==> src/rtl/temporizador_mmss.sv <==
// temporizador_mmss: programmable MM:SS countdown timer.
// It holds a BCD preset and counts down one second for each 1 Hz tick
// under start/stop control. Reaching 00:00 raises a one-cycle fin_pulse
// and holds done for DONE_TICKS ticks before returning to IDLE.
// Exactly one request acts per cycle: the highest-priority asserted input
// (stop > load > start > tick). If that input is not legal in the current
// state, the cycle does nothing, so lower-priority inputs are dropped.
module temporizador_mmss #(
  parameter int DONE_TICKS = 3
) (
  input  logic       mclk,
  input  logic       reset,
  input  logic       tick,
  input  logic       start,
  input  logic       stop,
  input  logic       load,
  input  logic [3:0] ld_min_d,
  input  logic [3:0] ld_min_u,
  input  logic [3:0] ld_sec_d,
  input  logic [3:0] ld_sec_u,
  output logic [3:0] min_d,
  output logic [3:0] min_u,
  output logic [3:0] sec_d,
  output logic [3:0] sec_u,
  output logic       running,
  output logic       done,
  output logic       fin_pulse
);

  typedef enum logic [1:0] {
    IDLE  = 2'd0,
    RUN   = 2'd1,
    PAUSE = 2'd2,
    DONE  = 2'd3
  } state_t;

  localparam logic [3:0] DONE_LAST = 4'(DONE_TICKS);

  state_t     state_q, state_d;
  logic [3:0] min_d_q, min_d_d;
  logic [3:0] min_u_q, min_u_d;
  logic [3:0] sec_d_q, sec_d_d;
  logic [3:0] sec_u_q, sec_u_d;
  logic [3:0] done_cnt_q, done_cnt_d;
  logic       running_q, running_d;
  logic       done_q, done_d;
  logic       fin_pulse_q, fin_pulse_d;

  logic       act_stop, act_load, act_start, act_tick;
  logic [3:0] cl_min_d, cl_min_u, cl_sec_d, cl_sec_u;
  logic       count_zero, count_one;

  // Clamp the preset digits so the count always stays within 00:00..99:59.
  always_comb begin
    cl_min_d = (ld_min_d > 4'd9) ? 4'd9 : ld_min_d;
    cl_min_u = (ld_min_u > 4'd9) ? 4'd9 : ld_min_u;
    cl_sec_d = (ld_sec_d > 4'd5) ? 4'd5 : ld_sec_d;
    cl_sec_u = (ld_sec_u > 4'd9) ? 4'd9 : ld_sec_u;
  end

  // Pick the single highest-priority request for this cycle.
  always_comb begin
    act_stop  = stop;
    act_load  = load  & ~stop;
    act_start = start & ~stop & ~load;
    act_tick  = tick  & ~stop & ~load & ~start;
    count_zero = (min_d_q == 4'd0) && (min_u_q == 4'd0) &&
                 (sec_d_q == 4'd0) && (sec_u_q == 4'd0);
    count_one  = (min_d_q == 4'd0) && (min_u_q == 4'd0) &&
                 (sec_d_q == 4'd0) && (sec_u_q == 4'd1);
  end

  // Next-state, next-count and registered-output decode.
  always_comb begin
    state_d     = state_q;
    min_d_d     = min_d_q;
    min_u_d     = min_u_q;
    sec_d_d     = sec_d_q;
    sec_u_d     = sec_u_q;
    done_cnt_d  = done_cnt_q;
    fin_pulse_d = 1'b0;

    unique case (state_q)
      IDLE: begin
        if (act_load) begin
          min_d_d = cl_min_d;
          min_u_d = cl_min_u;
          sec_d_d = cl_sec_d;
          sec_u_d = cl_sec_u;
        end else if (act_start && !count_zero) begin
          state_d = RUN;
        end
      end

      RUN: begin
        if (act_stop) begin
          state_d = PAUSE;
        end else if (act_tick && !count_zero) begin
          if (sec_u_q != 4'd0) begin
            sec_u_d = sec_u_q - 4'd1;
          end else begin
            sec_u_d = 4'd9;
            if (sec_d_q != 4'd0) begin
              sec_d_d = sec_d_q - 4'd1;
            end else begin
              sec_d_d = 4'd5;
              if (min_u_q != 4'd0) begin
                min_u_d = min_u_q - 4'd1;
              end else begin
                min_u_d = 4'd9;
                min_d_d = min_d_q - 4'd1;
              end
            end
          end
          if (count_one) begin
            state_d     = DONE;
            done_cnt_d  = 4'd0;
            fin_pulse_d = 1'b1;
          end
        end
      end

      PAUSE: begin
        if (act_load) begin
          state_d = IDLE;
          min_d_d = cl_min_d;
          min_u_d = cl_min_u;
          sec_d_d = cl_sec_d;
          sec_u_d = cl_sec_u;
        end else if (act_start) begin
          state_d = RUN;
        end
      end

      DONE: begin
        if (act_load) begin
          state_d = IDLE;
          min_d_d = cl_min_d;
          min_u_d = cl_min_u;
          sec_d_d = cl_sec_d;
          sec_u_d = cl_sec_u;
        end else if (act_tick) begin
          if (done_cnt_q + 4'd1 >= DONE_LAST) begin
            state_d = IDLE;
          end
          done_cnt_d = done_cnt_q + 4'd1;
        end
      end

      default: state_d = IDLE;
    endcase

    running_d = (state_d == RUN);
    done_d    = (state_d == DONE);
  end

  // State, count and output registers; reset discards any count in progress.
  always_ff @(posedge mclk or posedge reset) begin
    if (reset) begin
      state_q     <= IDLE;
      min_d_q     <= 4'd0;
      min_u_q     <= 4'd0;
      sec_d_q     <= 4'd0;
      sec_u_q     <= 4'd0;
      done_cnt_q  <= 4'd0;
      running_q   <= 1'b0;
      done_q      <= 1'b0;
      fin_pulse_q <= 1'b0;
    end else begin
      state_q     <= state_d;
      min_d_q     <= min_d_d;
      min_u_q     <= min_u_d;
      sec_d_q     <= sec_d_d;
      sec_u_q     <= sec_u_d;
      done_cnt_q  <= done_cnt_d;
      running_q   <= running_d;
      done_q      <= done_d;
      fin_pulse_q <= fin_pulse_d;
    end
  end

  assign min_d     = min_d_q;
  assign min_u     = min_u_q;
  assign sec_d     = sec_d_q;
  assign sec_u     = sec_u_q;
  assign running   = running_q;
  assign done      = done_q;
  assign fin_pulse = fin_pulse_q;

endmodule

==> config.mk <==
export PLATFORM = sky130hd
export DESIGN_NAME = temporizador_mmss
export DESIGN_NICKNAME = d
export VERILOG_FILES = /design/src/rtl/temporizador_mmss.sv
export SDC_FILE = /design/constraint.sdc
export NUM_CORES = 1
export LEC_CHECK = 0
export ABC_AREA = 1
export CAP_MARGIN = 30
export CORE_AREA = 3 3 65 67
export DETAILED_ROUTE_END_ITERATION = 7
export DIE_AREA = 0 0 68 70
export HOLD_SLACK_MARGIN = 0.05
export PLACE_DENSITY_LB_ADDON = 0.08
export SYNTH_ARGS = -nofsm -noshare
export SYNTH_HDL_FRONTEND = slang
export SYNTH_SLANG_ARGS = --single-unit
==> constraint.sdc <==
create_clock -name mclk -period 1.5 [get_ports mclk]
set_input_delay 0.3 -clock mclk [delete_from_list [all_inputs] [get_ports mclk]]
set_output_delay 0.3 -clock mclk [all_outputs]
set_load 0.02 [all_outputs]
== Word-level counts from Yosys, hierarchy flattened ==
Cells that the tools add are included.

* Bits in registers: 25
* Word-level logic and storage cells: 115

* Add/sub/neg operators: 5
* $lt $le $gt $ge: 5
* Equality and inequality tests: 15
* Multiplexer cells: 50
* Bitwise logic cells: 9
* Reduce and logical (&&, ||, !) cells: 22

{| class="wikitable"
|+ Operators by type and width
! operator !! number
|-
| 2-to-1 mux 4 bit || 30
|-
| one-hot mux 4 bit (2 select lines) || 5
|-
| 2-to-1 mux 2 bit || 10
|-
| logical NOT 4 bit || 4
|-
| != test 2 bit (second input constant) || 8
|-
| subtractor 4 x 1 -> 4 bit (second input constant) || 4
|-
| greater-than comparator 4 bit (second input constant) || 3
|-
| AND reduction 6 bit || 2
|-
| nonzero test 4 bit || 3
|-
| one-hot mux 2 bit (4 select lines) || 1
|-
| AND 1 bit || 6
|-
| == test 2 bit (second input constant) || 3
|-
| logical AND 1 bit || 6
|-
| AND reduction 5 bit || 1
|-
| adder 4 x 1 -> 4 bit (second input constant) || 1
|-
| == test 2 x 1 -> 1 bit (second input constant) || 2
|-
| == test 4 x 1 -> 1 bit (second input constant) || 1
|-
| >= comparator 4 x 2 -> 1 bit (second input constant) || 1
|-
| greater-than comparator 4 x 3 -> 1 bit (second input constant) || 1
|-
| 2-to-1 mux 1 bit || 4
|-
| AND reduction 4 bit || 1
|-
| inverter 1 bit || 3
|-
| AND reduction 3 bit || 1
|-
| OR reduction 3 bit || 1
|-
| other kinds (4) || 4
|}

== Longest topological paths before layout ==
Gate-level depths: netlist of the first run.

* Depth in word-level cells: 10
* Mapped depth: 12
* Mapped depth without buffers: 12

== Worst setup path after synthesis of the first run ==
OpenSTA, ideal clock, no wires.

* Path type: register to register
* Start point: register min_d_q[0] (netlist: min_d[0])
* End point: register min_d_q[2] (netlist: min_d[2])
* Setup time: 118 ps
* Arrival: 1506 ps
* Path slack: -123 ps
* Stages on the path, launching flop included: 13
* Path buffers: 0
* Period minus slack after synthesis: 1623 ps
* Cells stage by stage: dfrtp_1 -> inv_1 -> ha_1 -> nand2_1 -> nor2_4 -> nand3_2 -> nand2_2 -> nand2_2 -> nand2_4 -> nor2_4 -> nand2_1 -> nand2_1 -> nand2_1

* Word-level cells in the longest chain between the ends: 8

{| class="wikitable"
|+ Ends and longest elaborated chain
! element !! line !! text
|-
| start: declaration || 40 || <nowiki>logic [3:0] min_d_q, min_d_d;</nowiki>
|-
| start signal: assignment || 171 || <nowiki>min_d_q <= min_d_d;</nowiki>
|-
| branches (longest 8 deep; another with subtractor 4 x 1 -> 4 bit) || n/a ||
|}

Parallel ways; which one is timed is not known. The select of a mux whose other input is x is not followed.
A chain may end at the register's enable or synchronous reset.

== Final worst setup path of the first run ==
* Start point: register min_d_q[0] (netlist: min_d[0])
* End point: register min_d_q[1] (netlist: min_d[1])

Same word-level chain as after synthesis.

==> flow_summary_export.csv, run 1 <==
group,metric,value,unit
run_status,status,"finished with violations",
run_status,violations,"setup timing",
pwr,ir_drop,863,uV
placement,dp.cells,354,
finish,final_cells,359,
detailed_routing,wl_met2,2.13,mm
clock_tree,cts.sink_count,25,
timing,rsz0062_at_grt,"yes",
synthesis,synth_mux_area_share,0,%
synthesis,synth_seq_area_share,38.9,%
clock_tree,cts_root_buf,"clkbuf_8",
synthesis,synth-compound-area-share,13.2,%
synthesis,synth-edff-count,0,
synthesis,syn-cell-area,1610,um2
clock_tree,htreeDepth,1,
synthesis,synth_seq_cells,25,
synthesis,synthAdderAreaFrac,2.33,%
critical_path,crit_fanout,5,
synthesis,synth_top_family_by_area,"simple AND/OR/NAND/NOR gates",
detailed_routing,dr.pass1.iters,4,
detailed_routing,num_vias,1754,
timing,worst_slew_pin_slew,0.336,ns
clock_tree,clk_pin_slew,0.09,ns
clock_tree,clockBufferDepth,2,
timing,clock_skew,0.00275,ns
synthesis,ys_types,32,
global_routing,grt-ovfl-total,0,
critical_path,cp_data_arrival_time,1.75,ns
global_routing,grt_first_pass_wirelength,7.05,mm
timing,period_needed,1.55,ns
die,ioPinCount,41,
flow_run,drv_cap,0,
timing,setup_slack,-0.0456,ns
finish,drive_above_1_share,36.0,%
die,die_y,70,um
detailed_routing,wl,4.18,mm
detailed_routing,wl_met1,1.82,mm
finish,fin_util,70.8,%
detailed_routing,drtAntennaViolNets,0,
synthesis,synth-xor-area-share,2.18,%
timing,maxSlewViolCount,0,
die,start_util,43.6,%
die,die-area,4760,um2
critical_path,worstPathRequired,1.70,ns
synthesis,syn_nets,251,
global_routing,antenna_found_initial,0,
global_routing,grt_max_degree,26,
clock_tree,ctsHoldBuffers,0,
synthesis,synthTopCellsByArea,"dfrtp_1 39%, nand2_1 13%, o21ai_0 6.5%, nand3_1 6.2%, inv_1 6.1%",
detailed_routing,first_iter_violations,79,
detailed_routing,met3_length,174,um
detailed_routing,viasPerCell,4.89,
finish,layout.nets,337,
global_routing,groute.usage.overall,18.6,%
synthesis,ys_async_sr_fraction,100,%
detailed_routing,wl_per_cell,11.7,um
synthesis,yosysTopAreaCellShare,38.9,%
placement,dp_hpwl,3.09,mm
critical_path,critPathCaptureType,"flip-flop",
timing,period_share,103,%
clock_tree,clk_latency,0.26,ns
die,die_w,68,um
synthesis,synth_area_leader_cell,"dfrtp_1",
critical_path,startpoint_type,"flip-flop",
placement,place_congestion,0.843,
pwr,p_leak,1.36,nW
timing,finalHoldViolations,0,
clock_tree,tritoncts,"yes",
synthesis,synth_cells,226,
finish,antenna_cells,0,
worst_hold_path,hold_class,"in -> async",
synthesis,synth_ff_type,"dfrtp_1",
synthesis,synth.most_common_cell,"nand2_1",
clock_tree,numCtsBuffers,3,
global_routing,grt_pass1_vias,1690,
synthesis,synth-simple-area-share,34.5,%
die,core_area,3690,um2
timing,slew-limit-headroom,77.6,%
synthesis,synth_common_cells,"57 x nand2_1, 26 x inv_1, 25 x dfrtp_1, 24 x nor2_1, 21 x o21ai_0",
synthesis,syn_avg_cell_area,7.11,um2
synthesis,yosys_warnings,0,
detailed_routing,drcViolationCount,0,
die,rows,22,
finish,syn2layout_area_growth,62.4,%
pwr,p_per_area,1760,nW/um2
critical_path,critPathKind,"reg -> reg",
detailed_routing,highest_layer,"met4",
timing,setup_viol,18,
placement,port_buffers,40,
timing,clock.fmax,0.647,GHz
-- worst paths after layout --
kind,startpoint,to,slack (ns),cells after the start
setup / recovery,min_d[0],min_d[1],-0.05,12
hold / removal,reset,sec_d[2],0.38,3
setup reg to reg,min_d[0],min_d[1],-0.05,12
hold reg to reg,done_cnt_q[3],done_cnt_q[3],0.52,2
max in group asynchronous,reset,min_d[1],0.86,3
min in group mclk,done_cnt_q[3],done_cnt_q[3],0.52,2
-- layout make-up --
cell class / count / area (um2)
clock buffers: 4 / 45.0
fillers: 330 / 1080
inverters: 30 / 120
multi-input cells: 167 / 1010
flip-flops and latches: 25 / 631
well taps: 48 / 60.1
repair buffers: 85 / 747
-- flip-flops by register name, indices dropped and copies added, names as in the netlist --
| name | cells |
|---|---|
| running | 1 |
| min_d | 4 |
| done | 1 |
| state_q | 2 |
| sec_d | 4 |
| done_cnt_q | 4 |
| sec_u | 4 |
| min_u | 4 |
| fin_pulse | 1 |
-- report_power, final --
part	total (mW)	internal (mW)	switching (mW)
combinational	3.15	1.39	1.76
sequential	1.06	0.912	0.146
clock	0.395	0.190	0.205
total	4.60	2.50	2.11
-- metrics by stage --
step	total power [mW]	setup slack (ns)	hold WS, ns	TNS, ns	cell area (um2)
CTS	4.51	-0.0662	0.382	-0.753	2530
floorplan	2.65	0.00183	0.327	0	1630
detailed placement	4.01	-0.412	0.502	-7.47	2410
finish	4.60	-0.0456	0.377	-0.522	2610
global placement	3.98	-0.337	0.500	-6.52	2410
global route	5.01	-0.174	0.426	-2.77	2610
-- layer usage --
layer  vias to the layer above  GRT usage, %
met5                         -             0
met4                         0          6.84
met3                         6          3.05
met2                        40          29.9
met1                       813          24.6
li1                        895             -
-- worst max-delay path, stage by stage (launching register included) --
cell,delay [ns]
dfrtp_2,0.38
inv_2,0.05
ha_4,0.16
nand2_4,0.07
nor2_4,0.04
nand3_2,0.07
nand2_2,0.06
nand2_2,0.09
nand2_4,0.07
nor2_4,0.20
buf_6,0.16
nand3_2,0.07
nand2_1,0.07
-- cell families (layout without fill, tap and decap cells) --
logic type	count (synthesis)	in the layout
compound gates	39	39
xor+xnor	4	4
fa+ha+maj	3	3
buf+inv	34	119
flops	25	25
simple gates	121	121
-- repair_timing --
action	4_1_cts	5_1_grt
gates resized for setup	53	26
pin swaps	20	10
buffers inserted	1	0
setup endpoints to repair	38	28
-- placed cells by master (no fill, tap or decap), drive strengths merged, types with 4 or more instances in the layout --
master and count:
clkbuf 4, nand2 63, nand3 21, buf 45, clkdlybuf4s50 18, dlygate4sd2 18, dfrtp 25, o21ai 23
nor2 31, inv 30, a21oi 8
Note: power is estimated with default switching activity, not from simulation.
==> inputs of run 2 (changes only) <==
--- a/config.mk
+++ b/config.mk
@@ -7,9 +7,9 @@
 export LEC_CHECK = 0
 export ABC_AREA = 1
 export CAP_MARGIN = 30
-export CORE_AREA = 3 3 65 67
+export CORE_AREA = 3 3 56 71
 export DETAILED_ROUTE_END_ITERATION = 7
-export DIE_AREA = 0 0 68 70
+export DIE_AREA = 0 0 59 74
 export HOLD_SLACK_MARGIN = 0.05
 export PLACE_DENSITY_LB_ADDON = 0.08
 export SYNTH_ARGS = -nofsm -noshare
==> constraint.sdc (replaced) <==
create_clock -name mclk -period 1.6 [get_ports mclk]
set_input_delay 0.32 -clock mclk [delete_from_list [all_inputs] [get_ports mclk]]
set_output_delay 0.32 -clock mclk [all_outputs]
set_load 0.02 [all_outputs]
==> flow_summary_export.csv, run 2 (synthesis results as in run 1) <==
group,metric,value,unit
run_status,status,"finished, final reports clean",
detailed_routing,drtAntennaViolNets,0,
pwr,netSwitchingPower,1.78,mW
flow_run,drv_cap,0,
global_routing,grt_first_pass_wirelength,6.18,mm
die,rows,24,
clock_tree,htreeDepth,1,
pwr,p_per_area,1650,nW/um2
timing,worst_slew_pin_slew,0.340,ns
timing,period_share,95.8,%
timing,maxSlewViolCount,0,
timing,setup_viol,0,
critical_path,crit_slowest_cell,"clkdlybuf4s50_1",
pwr,ir_drop,1060,uV
critical_path,critPathCaptureType,"primary output",
clock_tree,cts.sink_count,25,
placement,place_ws,-0.142,ns
critical_path,critical-path-top-delay-family,"buffers and inverters",
global_routing,grt-ovfl-total,0,
timing,rsz0062_at_grt,"yes",
placement,dp_hpwl,3.00,mm
timing,clock_skew,0.00308,ns
detailed_routing,viasPerCell,4.99,
die,die-area,4370,um2
critical_path,worst-path-buf-inv,1,
critical_path,crit_fanout,2,
die,core_area,3420,um2
detailed_routing,first_iter_violations,55,
worst_hold_path,hold_class,"in -> async",
pwr,pwr-share-comb,63.5,%
global_routing,groute.usage.overall,17.9,%
critical_path,cp_slowest_stage_delay,0.60,ns
placement,port_buffers,40,
finish,final_cell_mix,"56 x nand2_1, 29 x buf_4, 25 x clkdlybuf4s50_1, 24 x inv_1, 24 x dfrtp_1",
timing,clock.fmax,0.653,GHz
critical_path,worstPathRequired,1.28,ns
critical_path,r2r_end,"sec_u[3]",
clock_tree,clk_latency,0.27,ns
finish,drive_above_1_share,20.9,%
clock_tree,cts_root_buf,"clkbuf_8",
finish,antenna_cells,0,
detailed_routing,drcViolationCount,0,
finish,layout.nets,323,
critical_path,cp_data_arrival_time,1.21,ns
critical_path,reg2reg_slack,0.08,ns
global_routing,antenna_found_initial,0,
clock_tree,tritoncts,"yes",
critical_path,crit_path_cell_trace,"clkdlybuf4s50_1",
timing,finalHoldViolations,0,
detailed_routing,num_vias,1675,
die,die_y,74,um
critical_path,startpoint_type,"flip-flop",
critical_path,critPathKind,"reg -> out",
detailed_routing,wl_per_cell,11.4,um
clock_tree,clockBufferDepth,2,
clock_tree,clk_pin_slew,0.09,ns
clock_tree,numCtsBuffers,3,
placement,place_congestion,0.855,
timing,setup_slack,0.0678,ns
die,die_w,59,um
timing,hold-worst-slack,0.395,ns
detailed_routing,dr.pass1.iters,4,
pwr,swShare,46.0,%
pwr,p_int,2.09,mW
pwr,p_seq_share,26.5,%
pwr,p_clk_share,10.0,%
timing,period_needed,1.53,ns
critical_path,reg2regPathDepth,12,
pwr,p_leak,1.25,nW
finish,layout_commonest_cell,"nand2_1",
detailed_routing,wl,3.83,mm
die,ioPinCount,41,
pwr,total_power,3.87,mW
die,start_util,47.0,%
timing,slew-limit-headroom,77.1,%
finish,syn2layout_area_growth,45.8,%
global_routing,grt_max_degree,26,
critical_path,r2r-start,"min_d[0]",
global_routing,grt_pass1_vias,1541,
==> run 2: cell count changes in the layout (fill, tap and decap cells not counted), moves of 3 or more <==
cell / before / now
buf_4: 41 / 29
clkdlybuf4s50_1: 18 / 25
dfrtp_1: 21 / 24
dfrtp_2: 4 / 1
dlygate4sd2_1: 18 / 12
nand2_1: 42 / 56
nand2_2: 18 / 4
nand3_1: 11 / 20
nand3_2: 10 / 1
o21ai_0: 14 / 19
o21ai_1: 8 / 4
==> run 2: how the worst max path moves through the flow <==
stage | startpoint | to | slack, ns | cells after the start
detailed placement | start | done | -0.14 | 9
global placement | load | min_d[0] | -0.12 | 9
floorplan | min_d[1] | min_d[2] | 0.02 | 12
CTS | sec_u[2] | sec_u[2] | 0.009 | 1
finish | sec_u[3] | sec_u[3] | 0.07 | 1
global route | min_d[0] | sec_u[3] | -0.03 | 12
==> run 2: metrics by stage <==
step	utilization, %	TNS, ns	cells	area (um2)
2_1_floorplan	-	0	226	1610
3_3_place_gp	65.8	-2.36	331	2250
3_5_place_dp	65.8	-2.72	331	2250
4_1_cts	66.9	0	335	2290
5_1_grt	68.5	-0.107	336	2340
6_report	68.5	0	336	2340
==> run 2: timing repair <==
| item | in CTS | in global routing |
|---|---|---|
| resized for setup | 15 | 16 |
| endpoints found under the setup margin | 19 | 27 |
| buffers inserted | 0 | 1 |
| pin swaps | 2 | 5 |
| hold buffers | 0 | 0 |
==> run 2: area by class of cell <==
cell class                 instances  area, um2
timing repair buffer              71        633
clock inverter                     1       5.00
clock buffer                       3       41.3
tap                               39       48.8
sequential                        25        627
inverter                          30        115
multi-input combinational        167        875
fill                             307       1080
==> run 2: power groups by stage <==
stage | Clock (mW) | Sequential (mW) | Combinational (mW)
3_5_place_dp | 0 | 1.03 | 2.41
5_1_grt | 0.419 | 1.06 | 2.73
2_1_floorplan | 0 | 1.28 | 1.14
4_1_cts | 0.398 | 1.01 | 2.35
6_report | 0.388 | 1.03 | 2.45
3_3_place_gp | 0 | 1.03 | 2.40
==> run 2: routing by layer <==
metal	vias to the layer above	track usage (%)	part of all wire, %
met4	0	5.79	0.86
met2	43	32.3	53
met3	4	2.60	4.7
li1	870	-	-
met1	758	21.6	42
met5	-	0	0
==> inputs of run 3 (changes only) <==
--- a/config.mk
+++ b/config.mk
@@ -7,11 +7,12 @@
 export LEC_CHECK = 0
 export ABC_AREA = 1
 export CAP_MARGIN = 30
-export CORE_AREA = 3 3 56 71
+export CORE_AREA = 3 3 48 82
 export DETAILED_ROUTE_END_ITERATION = 7
-export DIE_AREA = 0 0 59 74
+export DIE_AREA = 0 0 51 85
 export HOLD_SLACK_MARGIN = 0.05
 export PLACE_DENSITY_LB_ADDON = 0.08
+export SLEW_MARGIN = 20
 export SYNTH_ARGS = -nofsm -noshare
 export SYNTH_HDL_FRONTEND = slang
 export SYNTH_SLANG_ARGS = --single-unit
==> flow_summary_export.csv, run 3 (synthesis results as in run 1) <==
group,metric,value,unit
clock_tree,clockBufferDepth,2,
finish,layout.nets,337,
global_routing,grt_first_pass_wirelength,7.43,mm
clock_tree,htreeDepth,1,
critical_path,r2r_end,"min_d[0]",
global_routing,antenna_found_initial,0,
finish,final_cell_mix,"51 x nand2_1, 43 x buf_4, 24 x dfrtp_1, 23 x inv_1, 22 x clkdlybuf4s50_1",
timing,period_needed,1.58,ns
critical_path,critPathCaptureType,"flip-flop",
worst_hold_path,hold_class,"in -> async",
pwr,p_clk_share,9.2,%
finish,nFillCells,278,
timing,clock.fmax,0.634,GHz
clock_tree,numCtsBuffers,3,
timing,finalHoldViolations,0,
run_status,status,"finished, final reports clean",
global_routing,grt_max_degree,26,
critical_path,reg2reg_slack,0.02,ns
clock_tree,clk_latency,0.27,ns
critical_path,cp_data_arrival_time,1.75,ns
pwr,netSwitchingPower,1.90,mW
pwr,p_int,2.22,mW
finish,fin_util,73.6,%
timing,rsz0062_at_grt,"yes",
finish,final_cells,356,
clock_tree,cts.sink_count,25,
finish,postLayoutCellArea,2500,um2
finish,drive_above_1_share,27.3,%
detailed_routing,drtAntennaViolNets,0,
timing,maxSlewViolCount,0,
flow_run,drv_cap,0,
finish,layout_commonest_cell,"nand2_1",
timing,clock_skew,0.00186,ns
clock_tree,clk_pin_slew,0.08,ns
pwr,pwr-share-comb,66.3,%
pwr,p_leak,1.33,nW
global_routing,groute.usage.overall,21.8,%
clock_tree,ctsHoldBuffers,0,
timing,slew-limit-headroom,70.7,%
die,ioPinCount,41,
placement,dp.cells,345,
timing,setup_viol,0,
placement,place_congestion,0.775,
clock_tree,cts_root_buf,"clkbuf_8",
detailed_routing,dr.pass1.iters,4,
placement,port_buffers,40,
die,die-area,4340,um2
die,die_y,85,um
critical_path,startpoint_type,"flip-flop",
detailed_routing,viasPerCell,5.03,
detailed_routing,drcViolationCount,0,
timing,worst_slew_pin_slew,0.437,ns
critical_path,crit_fanout,7,
die,die_w,51,um
placement,placed_area,2320,um2
die,start_util,47.3,%
placement,dp_hpwl,3.36,mm
die,rows,28,
pwr,p_seq_share,24.5,%
global_routing,grt_pass1_vias,1777,
timing,period_share,98.5,%
critical_path,worstPathRequired,1.77,ns
critical_path,critPathKind,"reg -> reg",
critical_path,r2r-start,"min_d[0]",
finish,antenna_cells,0,
pwr,p_per_area,1650,nW/um2
detailed_routing,wl_per_cell,12.4,um
critical_path,reg2regPathDepth,12,
global_routing,grt-ovfl-total,0,
detailed_routing,wl,4.40,mm
detailed_routing,num_vias,1790,
detailed_routing,first_iter_violations,48,
finish,syn2layout_area_growth,55.5,%
pwr,swShare,46.1,%
die,core_area,3400,um2
pwr,ir_drop,1070,uV
clock_tree,tritoncts,"yes",
[run 3: cell type report]
cell class	instances	area, um2	share of cell area [%]
multi-input combinational	167	921	36.8
timing repair buffer	85	736	29.4
sequential	25	627	25.1
inverter	30	115	4.60
tap	45	56.3	2.25
clock buffer	4	45.0	1.80
[run 3: metal layers]
metal	track usage, %	up-vias	share of wire, %
li1	-	900	-
met4	9.56	0	4.0
met2	42.5	53	56
met1	22.1	820	36
met5	0	-	0
met3	2.11	17	4.0
[run 3: critical path, cell delays in order (launching register included)]
cell,delay [ns]
dfrtp_2,0.38
inv_2,0.05
ha_4,0.16
nand2_2,0.08
nor2_4,0.05
nand3_4,0.07
nand2_2,0.05
nand2_2,0.08
nand2_4,0.06
nor2_4,0.22
nand2_2,0.12
nand2_1,0.10
nand2_1,0.05
[run 3: worst max-delay path by stage]
stage          startpoint  endpoint
2_1_floorplan    min_d[1]  min_d[2]
3_3_place_gp        start  min_d[1]
3_5_place_dp        start  min_d[0]
4_1_cts          min_d[0]  sec_u[3]
5_1_grt          min_d[1]  min_d[3]
6_report         min_d[0]  min_d[0]
[run 3: stage by stage]
stage	hold slack [ns]	setup WS [ns]	power (mW)	setup TNS (ns)
after floorplan	0.347	0.0166	2.43	0
after global placement	0.491	-0.204	3.52	-3.42
after detailed placement	0.500	-0.298	3.56	-5.19
after CTS	0.414	0.0128	3.88	0
after global routing	0.454	-0.0714	4.49	-0.790
final	0.398	0.0236	4.13	0
[run 3: timing repair]
action	4_1_cts	5_1_grt
endpoints found under the setup margin	34	22
resized for setup	21	29
pin swaps	1	9
setup buffers	0	7
[run 3: power groups by stage]
stage	clock network, mW	registers [mW]	logic (mW)
floorplan	0	1.28	1.14
global placement	0	1.00	2.51
detailed placement	0	1.01	2.54
CTS	0.390	1.00	2.49
global route	0.415	1.04	3.03
finish	0.378	1.01	2.74
